`config.mk`:
```
export PLATFORM = sky130hd
export DESIGN_NAME = uart_fifo_core
export DESIGN_NICKNAME = d
export VERILOG_FILES = /design/src/rtl/uart_fifo_core.sv
export SDC_FILE = /design/constraint.sdc
export NUM_CORES = 1
export LEC_CHECK = 0
export BUFFER_PORTS_ARGS = -buffer_cell sky130_fd_sc_hd__buf_2
export CORE_MARGIN = 8
export CORE_UTILIZATION = 40
export CTS_BUF_LIST = sky130_fd_sc_hd__clkbuf_16
export CTS_CLUSTER_DIAMETER = 150
export DETAILED_ROUTE_END_ITERATION = 16
export GPL_ROUTABILITY_DRIVEN = 0
export PLACE_DENSITY = 0.59
export SYNTH_ARGS = -nofsm -noshare
export SYNTH_HDL_FRONTEND = slang
export SYNTH_SLANG_ARGS = --single-unit
```
`constraint.sdc`:
```
create_clock -name clk -period 7.14 [get_ports clk]
set_clock_uncertainty 0.2 [all_clocks]
set_input_delay 0.714 -clock clk [delete_from_list [all_inputs] [get_ports clk]]
set_output_delay 0.714 -clock clk [all_outputs]
set_load 0.02 [all_outputs]
```
`src/rtl/uart_fifo_core.sv`:
```
// Full-duplex UART: FIFO-buffered transmitter plus receiver with frame/parity error flags.
// Define UART_PARITY_EN to add one parity bit per frame (even/odd chosen by PARITY_ODD).
module uart_fifo_core #(
    parameter int CLKS_PER_BIT = 234,
    parameter int DATA_BITS    = 8,
    parameter int STOP_BITS    = 1,
    parameter int FIFO_DEPTH   = 16,
    parameter int PARITY_ODD   = 0
) (
    input  logic                            clk,
    input  logic                            rst_n,
    input  logic [DATA_BITS-1:0]            tx_data,
    input  logic                            tx_valid,
    output logic                            tx_ready,
    output logic [$clog2(FIFO_DEPTH+1)-1:0] tx_level,
    output logic                            tx_busy,
    output logic                            uart_tx,
    input  logic                            uart_rx,
    output logic [DATA_BITS-1:0]            rx_data,
    output logic                            rx_valid,
    output logic                            rx_frame_err,
    output logic                            rx_parity_err
);
    localparam int PW  = $clog2(FIFO_DEPTH);
    localparam int LW  = $clog2(FIFO_DEPTH + 1);
    localparam int CW  = $clog2(STOP_BITS * CLKS_PER_BIT);
    localparam int RCW = $clog2(CLKS_PER_BIT);
    localparam int IW  = $clog2(DATA_BITS);
    localparam logic [CW-1:0]  TX_BIT_END  = CW'(CLKS_PER_BIT - 1);
    localparam logic [CW-1:0]  TX_STOP_END = CW'(STOP_BITS * CLKS_PER_BIT - 1);
    localparam logic [RCW-1:0] RX_HALF_END = RCW'(CLKS_PER_BIT / 2 - 1);
    localparam logic [RCW-1:0] RX_FULL_END = RCW'(CLKS_PER_BIT - 1);
    localparam logic [IW-1:0]  LAST_BIT    = IW'(DATA_BITS - 1);
    localparam logic [LW-1:0]  FULL_LEVEL  = LW'(FIFO_DEPTH);
    localparam bit PARAMS_OK = (CLKS_PER_BIT >= 4) && (DATA_BITS >= 5) && (DATA_BITS <= 9) &&
                               (STOP_BITS == 1 || STOP_BITS == 2) && (FIFO_DEPTH >= 2) &&
                               ((FIFO_DEPTH & (FIFO_DEPTH - 1)) == 0) &&
                               (PARITY_ODD == 0 || PARITY_ODD == 1);
`ifdef UART_PARITY_EN
    localparam logic PARITY_IS_ODD = (PARITY_ODD != 0);
`endif

    if (!PARAMS_OK) begin : g_bad_params
        $error("uart_fifo_core: illegal parameter combination");
    end

    // ---------------- TX FIFO ----------------
    logic [DATA_BITS-1:0] fifoMem [FIFO_DEPTH];
    logic [PW-1:0]        wrPtr, rdPtr;
    logic [LW-1:0]        count;
    logic                 push, pop, fifoEmpty;
    logic [DATA_BITS-1:0] headWord;

    assign tx_ready  = rst_n && (count != FULL_LEVEL);
    assign push      = tx_valid && tx_ready;
    assign fifoEmpty = (count == '0);
    assign headWord  = fifoMem[rdPtr];
    assign tx_level  = count;

    always_ff @(posedge clk) begin
        if (push) fifoMem[wrPtr] <= tx_data;
    end

    always_ff @(posedge clk) begin
        if (!rst_n) begin
            wrPtr <= '0;
            rdPtr <= '0;
            count <= '0;
        end else begin
            if (push) wrPtr <= wrPtr + PW'(1);
            if (pop)  rdPtr <= rdPtr + PW'(1);
            if (push && !pop)      count <= count + LW'(1);
            else if (pop && !push) count <= count - LW'(1);
        end
    end

    // ---------------- TX FSM ----------------
    typedef enum logic [2:0] {
        TX_IDLE,
        TX_START,
        TX_DATA,
`ifdef UART_PARITY_EN
        TX_PARITY,
`endif
        TX_STOP
    } txState_t;

    txState_t             txState, txNext;
    logic [CW-1:0]        txCnt;
    logic [IW-1:0]        txIdx;
    logic [DATA_BITS-1:0] txShift;
    logic                 txBitEnd;
`ifdef UART_PARITY_EN
    logic                 txParity;
`endif

    // The stop phase spans STOP_BITS bit periods; every other phase spans one.
    assign txBitEnd = (txState == TX_STOP) ? (txCnt == TX_STOP_END) : (txCnt == TX_BIT_END);

    always_ff @(posedge clk) begin
        if (!rst_n) txState <= TX_IDLE;
        else        txState <= txNext;
    end

    always_comb begin
        txNext = txState;
        case (txState)
            TX_IDLE:   if (!fifoEmpty) txNext = TX_START;
            TX_START:  if (txBitEnd) txNext = TX_DATA;
`ifdef UART_PARITY_EN
            TX_DATA:   if (txBitEnd && txIdx == LAST_BIT) txNext = TX_PARITY;
            TX_PARITY: if (txBitEnd) txNext = TX_STOP;
`else
            TX_DATA:   if (txBitEnd && txIdx == LAST_BIT) txNext = TX_STOP;
`endif
            TX_STOP:   if (txBitEnd) txNext = fifoEmpty ? TX_IDLE : TX_START;
            default:   txNext = TX_IDLE;
        endcase
    end

    always_comb begin
        uart_tx = 1'b1;
        tx_busy = (txState != TX_IDLE);
        pop     = !fifoEmpty && ((txState == TX_IDLE) || (txState == TX_STOP && txBitEnd));
        case (txState)
            TX_START:  uart_tx = 1'b0;
            TX_DATA:   uart_tx = txShift[0];
`ifdef UART_PARITY_EN
            TX_PARITY: uart_tx = txParity;
`endif
            default:   uart_tx = 1'b1;
        endcase
    end

    always_ff @(posedge clk) begin
        if (!rst_n) begin
            txCnt   <= '0;
            txIdx   <= '0;
            txShift <= '0;
`ifdef UART_PARITY_EN
            txParity <= 1'b0;
`endif
        end else begin
            txCnt <= (txState == TX_IDLE || txBitEnd) ? '0 : txCnt + CW'(1);
            if (pop) begin
                txShift <= headWord;
`ifdef UART_PARITY_EN
                txParity <= (^headWord) ^ PARITY_IS_ODD;
`endif
            end else if (txState == TX_DATA && txBitEnd) begin
                txShift <= txShift >> 1;
                txIdx   <= (txIdx == LAST_BIT) ? '0 : txIdx + IW'(1);
            end
        end
    end

    // ---------------- RX ----------------
    typedef enum logic [2:0] {
        RX_IDLE,
        RX_START,
        RX_DATA,
`ifdef UART_PARITY_EN
        RX_PARITY,
`endif
        RX_STOP,
        RX_BREAK
    } rxState_t;

    rxState_t             rxState, rxNext;
    logic                 rxSync1, rxSync2;
    logic [RCW-1:0]       rxCnt;
    logic [IW-1:0]        rxIdx;
    logic [DATA_BITS-1:0] rxShift;
    logic                 rxTick, rxDone;
`ifdef UART_PARITY_EN
    logic                 rxParErr;
`endif

    always_ff @(posedge clk) begin
        if (!rst_n) begin
            rxSync1 <= 1'b1;
            rxSync2 <= 1'b1;
        end else begin
            rxSync1 <= uart_rx;
            rxSync2 <= rxSync1;
        end
    end

    always_ff @(posedge clk) begin
        if (!rst_n) rxState <= RX_IDLE;
        else        rxState <= rxNext;
    end

    always_comb begin
        rxNext = rxState;
        case (rxState)
            RX_IDLE:   if (!rxSync2) rxNext = RX_START;
            RX_START:  if (rxTick) rxNext = rxSync2 ? RX_IDLE : RX_DATA;
`ifdef UART_PARITY_EN
            RX_DATA:   if (rxTick && rxIdx == LAST_BIT) rxNext = RX_PARITY;
            RX_PARITY: if (rxTick) rxNext = RX_STOP;
`else
            RX_DATA:   if (rxTick && rxIdx == LAST_BIT) rxNext = RX_STOP;
`endif
            // A low stop sample may be a line break; wait for the line to recover.
            RX_STOP:   if (rxTick) rxNext = rxSync2 ? RX_IDLE : RX_BREAK;
            RX_BREAK:  if (rxSync2) rxNext = RX_IDLE;
            default:   rxNext = RX_IDLE;
        endcase
    end

    always_comb begin
        rxTick = 1'b0;
        if (rxState == RX_START)
            rxTick = (rxCnt == RX_HALF_END);
        else if (rxState != RX_IDLE && rxState != RX_BREAK)
            rxTick = (rxCnt == RX_FULL_END);
        rxDone = (rxState == RX_STOP) && rxTick;
    end

    always_ff @(posedge clk) begin
        if (!rst_n) begin
            rxCnt        <= '0;
            rxIdx        <= '0;
            rxShift      <= '0;
            rx_valid     <= 1'b0;
            rx_data      <= '0;
            rx_frame_err <= 1'b0;
`ifdef UART_PARITY_EN
            rxParErr      <= 1'b0;
            rx_parity_err <= 1'b0;
`endif
        end else begin
            rxCnt    <= (rxState == RX_IDLE || rxState == RX_BREAK || rxTick) ? '0 : rxCnt + RCW'(1);
            rx_valid <= rxDone;
            if (rxState == RX_DATA && rxTick) begin
                rxShift <= {rxSync2, rxShift[DATA_BITS-1:1]};
                rxIdx   <= (rxIdx == LAST_BIT) ? '0 : rxIdx + IW'(1);
            end
`ifdef UART_PARITY_EN
            if (rxState == RX_PARITY && rxTick)
                rxParErr <= rxSync2 ^ (^rxShift) ^ PARITY_IS_ODD;
`endif
            if (rxDone) begin
                rx_data      <= rxShift;
                rx_frame_err <= !rxSync2;
`ifdef UART_PARITY_EN
                rx_parity_err <= rxParErr;
`endif
            end
        end
    end

`ifndef UART_PARITY_EN
    assign rx_parity_err = 1'b0;
`endif

endmodule

```
After elaboration in Yosys (flattened, before gate mapping). Memory sizes are Yosys's and may differ from the RTL's. A register that Yosys moved wholly into a read port is not among the register bits. Index checks and enable logic that the tools add are counted.

Add/sub/neg operators: 8. Equality and inequality tests: 23. Mux-type cells: 27. Bitwise logic cells: 2. Reductions and logical operators: 32.

Operator list (count): 3-bit two-way mux (12); 2-bit inequality test (second input constant) (9); 8-bit by 1-bit adder with 8-bit output (second input constant) (2); 8-bit == test (second input constant) (2); 8-bit two-way mux (2); 3-bit one-hot mux with 5 select lines (1); 3-bit by 2-bit == test with 1-bit output (second input constant) (4); 1-bit logical AND (12); 3-bit one-hot mux with 4 select lines (1); 5-bit two-way mux (2); 3-bit == test (second input constant) (3); 4-bit by 1-bit adder with 4-bit output (second input constant) (2); 8-bit by 7-bit == test with 1-bit output (second input constant) (1); 4-bit two-way mux (2); 3-bit by 1-bit adder with 3-bit output (second input constant) (2); 3-bit by 1-bit == test with 1-bit output (second input constant) (2); 3-bit logical NOT (2); 3-bit nonzero test (2); 5-bit by 1-bit adder with 5-bit output (second input constant) (1); 5-bit logical NOT (1); 1-bit two-way mux (5); 5-bit inequality test (second input constant) (1); 5-bit AND reduction (1); 5-bit by 1-bit subtractor with 5-bit output (second input constant) (1); 10 further kinds (19).

Flip-flop bits (word level): 69. RAM bits: 128. Input bits: 12. Output and inout bits: 19. Logic and storage cells: 109. Memories kept: 1.

Memory list: fifoMem (words 16, bits a word 8, read ports 1, clocked after Yosys merged registers in 1, wr ports 1, RTL line 48) `logic [DATA_BITS-1:0] fifoMem [FIFO_DEPTH];`.

Logic depth before layout (Yosys ltp). Gate-level depths: netlist of run 1.

Depth after elaboration: 7. Mapped depth: 14.

Worst setup path before layout of run 1. OpenSTA, ideal clock, no wires.

Path type: input to register. Start point: input rst_n. End point: register count[4] (netlist: tx_level[4]). Arrival: 2768 ps. Path slack: 4100 ps. Stages: 10. Path buffers: 0. Cell sequence: inv_1 -> a211oi_2 -> ha_1 -> inv_1 -> ha_1 -> nor2b_1 -> o21a_1 -> or3_1 -> a21oi_1 -> mux2i_1.

Word-level cells in the longest chain between the ends: 5. Elaborated cells between the ends (all ways): 7.

RTL lines: start, declared (RTL line 11) `input logic rst_n,`; 1-bit logical AND * (RTL line 54) `assign tx_ready = rst_n && (count != FULL_LEVEL);`; 1-bit logical AND * (RTL line 55) `assign push = tx_valid && tx_ready;`; net push (RTL line 51) `logic push, pop, fifoEmpty;`; 1-bit logical NOT (RTL line 73) `else if (pop && !push) count <= count - LW'(1);`; 1-bit logical AND (RTL line 73); 2-bit nonzero test (no line); end signal, assigned (RTL line 72) `if (push && !pop) count <= count + LW'(1);`; end signal, assigned (RTL line 73); end, declared (RTL line 50) `logic [LW-1:0] count;`.

Mark *: on every way through the listed nets, which the timed path passes. The rest lies on a longest branch. A chain may end at the register's enable or synchronous reset.

Final worst setup path of run 1.
Start point: register txCnt[0]. End point: register count[4] (netlist: tx_level[4]).

Word-level cells in the longest chain between the ends: 7. Elaborated cells between the ends (all ways): 9.

RTL lines: start, declared (RTL line 89) `logic [CW-1:0] txCnt;`; start signal, assigned (RTL line 144) `txCnt <= (txState == TX_IDLE || txBitEnd) ? '0 : txCnt + CW'(1);`; 8-bit == test * (RTL line 98) `assign txBitEnd = (txState == TX_STOP) ? (txCnt == TX_STOP_END) : (txCnt == TX_BIT_END);`; 1-bit logical AND * (RTL line 124) `pop = !fifoEmpty && ((txState == TX_IDLE) || (txState == TX_STOP && txBitEnd));`; 1-bit logical OR * (RTL line 124); 1-bit logical AND * (RTL line 124); 1-bit logical NOT (RTL line 72); 1-bit logical AND (RTL line 72); 5-bit two-way mux / 2-bit nonzero test (equally long branches).

Every way passes the cells marked *; elsewhere a longest branch is shown, timed or not.

==> qor.yml, run 1 <==
combPwrFrac: 0.177
internal-power_w: 0.00202
hpwl_um: 10100
r2r_cells: 13
rows: 52
reg2reg_to: "tx_level[4]$_SDFFE_PN0P_"
drive_gt1_frac: 0.171
synth_flop_cell: "edfxtp_1"
post-route-util: 0.458
die_area_mm2: 0.0254
cts_buffer_depth: 2
syn-num-nets: 623
cts_tree: "yes"
cp.required_ps: 7300
clkSinkCount: 200
synthesis.area_mm2: 0.00822
worstReg2RegStart: "txCnt[0]$_SDFF_PP0_"
yosys_register_bits: 200
via_per_inst: 5.14
pre_cts_ws_ps: 3430
min_period_over_period: 0.477
power_switching_w: 0.000795
setup_viol: 0
drc: 0
fin_nets: 649
worst_setup_path_end_kind: "flop"
start_kind: "flop"
n_antenna_cell: 0
ys_types: 51
synth_top_area_frac: 0.468
cts-root-buf: "clkbuf_16"
max_freq_mhz: 293
clkLatencyLatePin_ps: 430
synthArstFlopShare: 0
worst_pin_slew_ps: 1200
grt_pass1_wl_um: 25200
post_cts_buffers: 0
hold_end: "rx_data[6]$_SDFFE_PN0P_"
whs_ps: 250
yosysTopAreaCell: "edfxtp_1"
wl_per_cell_um: 17.5
layout_commonest_cell: "edfxtp_1"
swShare: 0.282
vias: 4609
grtUsageTotal: 0.127
drt_iter0_markers: 237
r2r_setup_slack_ps: 3730
power.density_mw_per_mm2: 305
cts.clk_slew.worst_paths_ps: 70
setup_tns_ps: 0
vdd_drop_max_mv: 0.169
grt_max_degree: 48
cts_buffers: 17
holdPathStages: 2
area_delta_synth_final_pct: 12.3
finalHoldViolCount: 0
fp.coreArea_mm2: 0.0202
io_pins: 31
critical_path_arrival_ps: 3570
setup_ws_ps: 3730
finalCriticalPeriod_ps: 3410
ctsResizeCount: 0
start_util: 0.407
rsz0062_at_grt: "false"
holdCritStartpoint: "rx_data[6]$_SDFFE_PN0P_"
p_leak_nw: 3.10
synth.avg_cell_area_um2: 14.0
ctsHoldBuffers: 0
drv_slew: 0
crit_fanout: 6
htree_levels: 4
synth_enable_flop_cells: 128
grt_pass1_vias: 4778
yosysWarnings: 0
grt_overflow: 0
relSlewSlack: 0.195
synth_cells: 587
power.clock.fraction: 0.349
final_cell_mix: "edfxtp_1 (128), dfxtp_1 (70), nand2_1 (56)"
synth_seq_area_share: 0.643
die_y_um: 159
status: "completed"
maxCapViolCount: 0
finalWirelength_um: 15700
port_buffers: 29
drt_first_pass_iters: 4
synth_area_leaders: "edfxtp_1 (47%), dfxtp_1 (18%), mux4_2 (8.8%), ha_1 (3.5%), nand2_1 (2.6%)"
pwr-share-seq: 0.474
ant_nets: 0
antenna_found_initial: 0
crit_type: "flop to flop"
die_w_um: 159
hold_path.class: "flop to flop"
[state kept, by name (all words and copies together), names as in the netlist, named ones only]
signal        cells
fifoMem         128
rdPtr             4
rxCnt             8
rxIdx             3
rxShift           8
rxState           3
rxSync1           1
rxSync2           1
rx_data           8
rx_frame_err      1
rx_valid          1
txCnt             8
txIdx             3
txShift           8
txState           2
tx_level          5
wrPtr             4
[cell families (layout without fill, tap and decap cells)]
logic type	Yosys count	count (layout)	share of synthesized area
AOI/OAI and AO/OA	79	79	0.0639
xor gates and xnor gates	21	21	0.0224
adders and majority gates	24	24	0.0375
buffers and inverters	46	85	0.0242
DFF	200	200	0.643
muxes	48	48	0.107
other	1	1	0.000456
and+or+nand+nor	168	168	0.101
[metal layers]
metal	vias to the layer above	global-route usage	wire, um
met5	-	0	0
met4	0	0.0416	177
met3	15	0.0313	762
met2	79	0.215	7900
met1	2292	0.156	6880
li1	2223	-	-
[layout make-up]
type | instances | area (um^2)
fill | 1823 | 10900
sequential | 200 | 5290
multi-input combinational | 341 | 2730
clock buffer | 17 | 425
tap | 270 | 338
timing repair buffer | 36 | 198
clock inverter | 15 | 184
inverter | 17 | 63.8
[synth_stat cells (6+ instances only)]
master and n:
a211oi_1 9, a21oi_1 39, a22oi_1 7, buf_2 9, clkbuf_1 16, dfxtp_1 72
edfxtp_1 128, ha_1 23, inv_1 17, mux2i_1 16, mux4_2 32, nand2_1 56
nand2b_1 8, nand3_1 7, nor2_1 53, nor2b_1 10, nor3_1 6, o2bb2ai_1 8
xnor2_1 8, xor2_1 13
[worst max-delay path, cell delays in order (launching register included)]
cell and delay, ps:
dfxtp_1 400, ha_1 170, nand4b_1 150, nor2_1 400
o21a_1 300, inv_1 70, ha_1 230, inv_1 140
ha_1 270, nor2b_1 140, o21a_1 170, or3_1 310
a21oi_1 200, mux2i_1 190
[worst max-delay path by stage]
stage,cells past startpoint,from,slack [ps],endpoint
2_1_floorplan,10,rst_n,4100,tx_level[4]$_SDFFE_PN0P_
3_3_place_gp,11,rst_n,3570,tx_level[4]$_SDFFE_PN0P_
3_5_place_dp,11,rst_n,3430,tx_level[4]$_SDFFE_PN0P_
4_1_cts,13,txCnt[0]$_SDFF_PP0_,3740,tx_level[4]$_SDFFE_PN0P_
5_1_grt,13,txCnt[0]$_SDFF_PP0_,3430,tx_level[4]$_SDFFE_PN0P_
6_report,13,txCnt[0]$_SDFF_PP0_,3730,tx_level[4]$_SDFFE_PN0P_
[through the flow]
step                total power [W]  instance area [um^2]  instances
global placement            0.00184                  8620        864
detailed placement          0.00186                  8620        864
floorplan                   0.00172                  8220        587
CTS                         0.00284                  9230        896
finish                      0.00282                  9230        896
global route                0.00295                  9230        896
[power by group through the flow]
stage | Combinational, W | Clock [W] | Sequential [W]
2_1_floorplan | 0.000367 | 0 | 0.00136
5_1_grt | 0.000555 | 0.00105 | 0.00134
3_5_place_dp | 0.000501 | 0 | 0.00136
4_1_cts | 0.000503 | 0.00101 | 0.00133
3_3_place_gp | 0.000488 | 0 | 0.00136
6_report | 0.000498 | 0.000984 | 0.00133
Power figures use the tool's default switching activity.
==> inputs of run 2 (changes only) <==
--- a/config.mk
+++ b/config.mk
@@ -12,7 +12,7 @@
 export CTS_CLUSTER_DIAMETER = 150
 export DETAILED_ROUTE_END_ITERATION = 16
 export GPL_ROUTABILITY_DRIVEN = 0
-export PLACE_DENSITY = 0.59
+export PLACE_DENSITY = 0.61
 export SYNTH_ARGS = -nofsm -noshare
 export SYNTH_HDL_FRONTEND = slang
 export SYNTH_SLANG_ARGS = --single-unit
==> constraint.sdc (replaced) <==
create_clock -name clk -period 2.9 [get_ports clk]
set_clock_uncertainty 0.2 [all_clocks]
set_input_delay 0.29 -clock clk [delete_from_list [all_inputs] [get_ports clk]]
set_output_delay 0.29 -clock clk [all_outputs]
set_load 0.02 [all_outputs]
==> qor.yml, run 2 (synthesis gave the netlist of run 1 again) <==
status: "completed"  # unchanged
cts_tree: "yes"  # unchanged
register_area_mm2: 0.00529  # about the same
wl_per_cell_um: 17.2  # was 17.5 um
vdd_drop_max_mv: 0.426  # was 0.169 mV
holdPathStages: 3  # was 2
rows: 52  # unchanged
antenna_found_initial: 1  # was 0
crit_chain: "inv_1 -> ha_1 -> nor2_1 -> a21oi_2 -> o21a_1 -> inv_1 -> ha_1 -> inv_2 -> ha_1 -> nor2b_1 -> o21a_1 -> or3_1 -> a21oi_2 -> mux2i_1"  # was ha_1 -> nand4b_1 -> nor2_1 -> o21a_1 -> inv_1 -> ha_1 -> inv_1 -> ha_1 -> nor2b_1 -> o21a_1 -> or3_1 -> a21oi_1 -> mux2i_1
drt_first_pass_iters: 6  # was 4
critical_path.max_stage_delay_ps: 380  # was 400 ps
drive_gt1_frac: 0.228  # was 0.171
fin_cells: 929  # was 896
pre_cts_ws_ps: 40.2  # was 3430 ps
fill_cells: 1758  # was 1,823
worst_setup_path_end_kind: "flop"  # unchanged
dp.cells: 892  # was 864
maxCapViolCount: 0  # unchanged
critPathSlowestCell: "dfxtp_1"  # unchanged
relSlewSlack: 0.596  # was 0.195
hold_path.class: "primary input to flop"  # was flop to flop
min_period_over_period: 0.953  # was 0.477
cp.required_ps: 3070  # was 7300 ps
htree_levels: 4  # unchanged
grtUsageTotal: 0.131  # was 0.127
cts.clk_slew.worst_paths_ps: 70  # about the same
grt_pass1_vias: 4905  # was 4,778
setup_viol: 0  # unchanged
setup_tns_ps: 0  # unchanged
crit_type: "flop to flop"  # unchanged
cts_buffer_depth: 2  # unchanged
start_util: 0.407  # unchanged
clkSinkCount: 200  # unchanged
drc: 0  # unchanged
cts-root-buf: "clkbuf_16"  # unchanged
finalWirelength_um: 16000  # was 15,700 um
io_pins: 31  # unchanged
drv_slew: 0  # unchanged
p_leak_nw: 3.25  # was 3.10 nW
finalHoldViolCount: 0  # unchanged
port_buffers: 29  # unchanged
finalCriticalPeriod_ps: 2760  # was 3410 ps
r2r_cells: 14  # was 13
fin_total_pwr_w: 0.00688  # was 0.00282 W
cts_buffers: 17  # unchanged
die_area_mm2: 0.0254  # unchanged
n_antenna_cell: 0  # unchanged
grt_max_degree: 48  # unchanged
regMostFlops: "fifoMem"  # unchanged
grt_pass1_wl_um: 25900  # was 25,200 um
grt_overflow: 0  # unchanged
ant_nets: 0  # unchanged
vias: 4766  # was 4,609
max_freq_mhz: 362  # was 293 MHz
via_per_inst: 5.13  # was 5.14
worst_pin_slew_ps: 605  # was 1200 ps
critical_path_arrival_ps: 2930  # was 3570 ps
fp.coreArea_mm2: 0.0202  # unchanged
die_w_um: 159  # unchanged
final_cell_mix: "edfxtp_1 (128), dfxtp_1 (65), nand2_1 (56)"  # was edfxtp_1 (128), dfxtp_1 (70), nand2_1 (56)
hpwl_um: 10500  # was 10,100 um
power.density_mw_per_mm2: 727  # was 305 mW/mm^2
area_delta_synth_final_pct: 15.1  # was 12.3%
start_kind: "flop"  # unchanged
multi_input_area_mm2: 0.00276  # was 0.00273 mm^2
setup_ws_ps: 136  # was 3730 ps
die_y_um: 159  # unchanged
largest_reg_flops: 128  # unchanged
layout_commonest_cell: "edfxtp_1"  # unchanged
fin_nets: 682  # was 649
drt_iter0_markers: 284  # was 237
crit_fanout: 4  # was 6
clkLatencyLatePin_ps: 440  # was 430 ps
crit_path_frequent_cell: "ha_1"  # unchanged
run 2: changes by cell type in the layout (fill, tap and decap cells not counted), sizes merged:
cell         before  now
dlygate4sd3       0    1
buf              36   68
clkinvlp          0    1
bufinv            2    0
inv              25   26
run 2: area by class of cell:
class / count / share of cell area
Sequential cell: 200 / 0.560
Tap cell: 270 / 0.0357
Clock inverter: 15 / 0.0141
Inverter: 17 / 0.00674
Clock buffer: 17 / 0.0450
Timing Repair Buffer: 69 / 0.0473
Multi-Input combinational cell: 341 / 0.292
run 2: critical path: cells and delay by family (launching register included):
kind,cells,cell delay (ps)
AO/OA/AOI/OAI,4,500
adder cells (fa/ha/maj),3,680
AND/OR/NAND/NOR,3,590
flip-flops,1,380
buffers and inverters,3,180
multiplexers,1,180
run 2: power breakdown:
group / leakage, nW / total, W / switching, W / internal, W
Sequential: 1.74 / 0.00330 / 0.000134 / 0.00317
Clock: 0.278 / 0.00225 / 0.00111 / 0.00114
Combinational: 1.23 / 0.00133 / 0.000749 / 0.000577
run 2: repair_timing:
item                                   CTS  global route
endpoints found under the hold margin    1             0
setup buffers                            0             4
resized for setup                        0             4
hold buffers                             1             0
setup endpoints to repair                0             1
run 2: per-stage QoR:
| step | area (um^2) | hold WS, ps | utilization |
|---|---|---|---|
| final | 9460 | 37.7 | 0.469 |
| after detailed placement | 8860 | 227 | 0.439 |
| after CTS | 9430 | 12.5 | 0.467 |
| after global placement | 8860 | 232 | 0.439 |
| after floorplan | 8240 | 186 | - |
| after global routing | 9460 | 19.2 | 0.469 |
run 2: per-layer routing:
layer / GRT usage / wire, um / vias up / share of wire
met5: 0 / 12 / - / 0.00075
met4: 0.0403 / 225 / 2 / 0.014
met3: 0.0406 / 614 / 19 / 0.038
met2: 0.219 / 8080 / 86 / 0.50
met1: 0.158 / 7080 / 2378 / 0.44
li1: - / - / 2281 / -
run 2: worst paths after layout:
kind                      startpoint                       end  slack (ps)
max          txState[0]$_SDFFE_PN0P_  tx_level[4]$_SDFFE_PN0P_         140
min reg2reg  rx_data[2]$_SDFFE_PN0P_   rx_data[2]$_SDFFE_PN0P_         250
min                            rst_n        rxSync1$_SDFF_PN1_          40
max reg2reg  txState[0]$_SDFFE_PN0P_  tx_level[4]$_SDFFE_PN0P_         140
==> inputs of run 3 (changes only) <==
--- a/config.mk
+++ b/config.mk
@@ -6,7 +6,6 @@
 export NUM_CORES = 1
 export LEC_CHECK = 0
 export BUFFER_PORTS_ARGS = -buffer_cell sky130_fd_sc_hd__buf_2
-export CORE_MARGIN = 8
 export CORE_UTILIZATION = 40
 export CTS_BUF_LIST = sky130_fd_sc_hd__clkbuf_16
 export CTS_CLUSTER_DIAMETER = 150
==> qor.yml, run 3 (synthesis gave the netlist of run 1 again) <==
max_freq_mhz: 357  # was 362 MHz
grt_use_met1: 0.209  # was 0.158
drive_gt1_frac: 0.243  # was 0.228
whs_ps: 40.1  # was 37.7 ps
cp.required_ps: 3050  # was 3070 ps
critical_path.max_stage_delay_ps: 340  # was 380 ps
fp.coreArea_mm2: 0.0202  # unchanged
regMostFlops: "fifoMem"  # unchanged
crit_chain: "inv_1 -> ha_2 -> nand4b_1 -> nor2_4 -> o21a_1 -> inv_2 -> ha_4 -> inv_4 -> ha_4 -> nor2b_1 -> o21a_1 -> or3_4 -> a21oi_2 -> mux2i_1"  # was inv_1 -> ha_1 -> nor2_1 -> a21oi_2 -> o21a_1 -> inv_1 -> ha_1 -> inv_2 -> ha_1 -> nor2b_1 -> o21a_1 -> or3_1 -> a21oi_2 -> mux2i_1
design_area_mm2: 0.00959  # was 0.00946 mm^2
area_delta_synth_final_pct: 16.7  # was 15.1%
drt_first_pass_iters: 11  # was 6
critPathBufInv: 3  # unchanged
ant_nets: 0  # unchanged
p_leak_nw: 3.28  # was 3.25 nW
crit_type: "flop to flop"  # unchanged
largest_reg_flops: 128  # unchanged
fill_cells: 1738  # was 1,758
maxCapViolCount: 0  # unchanged
clkLatencyLatePin_ps: 430  # was 440 ps
final_cell_mix: "edfxtp_1 (128), dfxtp_1 (65), nand2_1 (56)"  # unchanged
die_w_um: 145  # was 159 um
worst_pin_slew_ps: 657  # was 605 ps
drc: 1  # was 0
finalWirelength_um: 15900  # was 16,000 um
grt_busiest_layer: "met2"  # unchanged
cts_buffers: 17  # unchanged
clkSinkCount: 200  # unchanged
cts_buffer_depth: 2  # unchanged
io_pins: 31  # unchanged
violations: "design-rule violations"
cts_tree: "yes"  # unchanged
fin_total_pwr_w: 0.00705  # was 0.00688 W
cts-root-buf: "clkbuf_16"  # unchanged
power.density_mw_per_mm2: 735  # was 727 mW/mm^2
drv_slew: 0  # unchanged
vdd_drop_max_mv: 0.564  # was 0.426 mV
drt_iter0_markers: 350  # was 284
grt_pass1_wl_um: 26000  # was 25,900 um
antenna_found_initial: 0  # was 1
crit_family: "simple AND/OR/NAND/NOR gates"  # was adder cells
via_per_inst: 5.10  # was 5.13
layout_commonest_cell: "edfxtp_1"  # unchanged
place_area_mm2: 0.00890  # was 0.00886 mm^2
status: "complete, but fails checks"  # was completed
crit_fanout: 4  # unchanged
finalCriticalPeriod_ps: 2800  # was 2760 ps
vias: 4757  # was 4,766
grt_use_met3: 0.0323  # was 0.0406
die_area_mm2: 0.0211  # was 0.0254 mm^2
grt_max_degree: 48  # unchanged
critical_path_arrival_ps: 2940  # was 2930 ps
wl_per_cell_um: 17.0  # was 17.2 um
relSlewSlack: 0.561  # was 0.596
cts.clk_slew.worst_paths_ps: 80  # was 70 ps
grt_pass1_vias: 4893  # was 4,905
rows: 52  # unchanged
register_area_mm2: 0.00530  # was 0.00529 mm^2
start_util: 0.407  # unchanged
met2_usage: 0.268  # was 0.219
post-route-util: 0.475  # was 0.469
grtUsageTotal: 0.160  # was 0.131
htree_levels: 4  # unchanged
start_kind: "flop"  # unchanged
hpwl_um: 10500  # about the same
critPathSlowestCell: "dfxtp_2"  # was dfxtp_1
die_y_um: 145  # was 159 um
worst_setup_path_end_kind: "flop"  # unchanged
grt_overflow: 0  # unchanged
r2r_setup_slack_ps: 100  # was 140 ps
min_period_over_period: 0.965  # was 0.953
setup_viol: 0  # unchanged
hold_path.class: "primary input to flop"  # unchanged
n_antenna_cell: 0  # unchanged
fin_nets: 686  # was 682
finalHoldViolCount: 0  # unchanged
multi_input_area_mm2: 0.00281  # was 0.00276 mm^2
port_buffers: 29  # unchanged
## run 3: cell types whose count changed in the layout (fill, tap and decap cells not counted), moves of 2 or more
cell / before / now
ha_1: 23 / 19
buf_4: 39 / 41
clkinv_4: 0 / 2
clkinv_2: 3 / 0
inv_8: 5 / 3
ha_4: 0 / 3
inv_1: 16 / 14
buf_12: 0 / 2
## run 3: final timing paths
| kind | depth (start not counted) | endpoint | start |
|---|---|---|---|
| worst max-delay path | 14 | tx_level[4]$_SDFFE_PN0P_ | txCnt[1]$_SDFF_PP0_ |
| worst min register to register | 1 | rxSync2$_SDFF_PN1_ | rxSync1$_SDFF_PN1_ |
| worst min-delay path | 1 | fifoMem[12][7]$_DFFE_PP_ | tx_data[7] |
| worst max register to register | 14 | tx_level[4]$_SDFFE_PN0P_ | txCnt[1]$_SDFF_PP0_ |
## run 3: routing by layer
metal	wire, um	share of wire	vias to the layer above
li1	-	-	2291
met1	7130	0.45	2344
met2	7730	0.49	104
met3	763	0.048	18
met4	275	0.017	0
met5	0	0	-
## run 3: what timing repair did
item                       in CTS  in global routing
buffers inserted                1                  5
setup endpoints to repair       1                  1
pin swaps                       0                  4
hold buffers                    1                  0
gates resized for setup         0                 17
hold endpoints to repair        1                  0
## run 3: per-stage QoR
| stage | std cells | setup WS (ps) | TNS (ps) |
|---|---|---|---|
| 2_1_floorplan | 587 | 4.52 | 0 |
| 3_3_place_gp | 894 | 101 | 0 |
| 3_5_place_dp | 894 | 4.76 | 0 |
| 4_1_cts | 928 | 11.5 | 0 |
| 5_1_grt | 933 | -70.4 | -70.4 |
| 6_report | 933 | 102 | 0 |
## run 3: layout make-up
class                      instances  share of cell area
multi-input combinational        341               0.293
timing repair buffer              73              0.0525
clock inverter                    15              0.0157
sequential                       200               0.552
inverter                          17             0.00692
tap                              270              0.0352
clock buffer                      17              0.0444
## run 3: worst register-to-register path, cell delays in order (launching register included)
cell      delay (ps)
dfxtp_2          340
inv_1             60
ha_2             160
nand4b_1         180
nor2_4           130
o21a_1           170
inv_2             60
ha_4             160
inv_4             70
ha_4             190
nor2b_1          130
o21a_1           210
or3_4            330
a21oi_2          130
mux2i_1          190
## run 3: power breakdown
group | total [W] | switching, W | internal, W
logic | 0.00144 | 0.000784 | 0.000660
clock network | 0.00228 | 0.00113 | 0.00115
registers | 0.00332 | 0.000145 | 0.00317
total | 0.00705 | 0.00206 | 0.00498
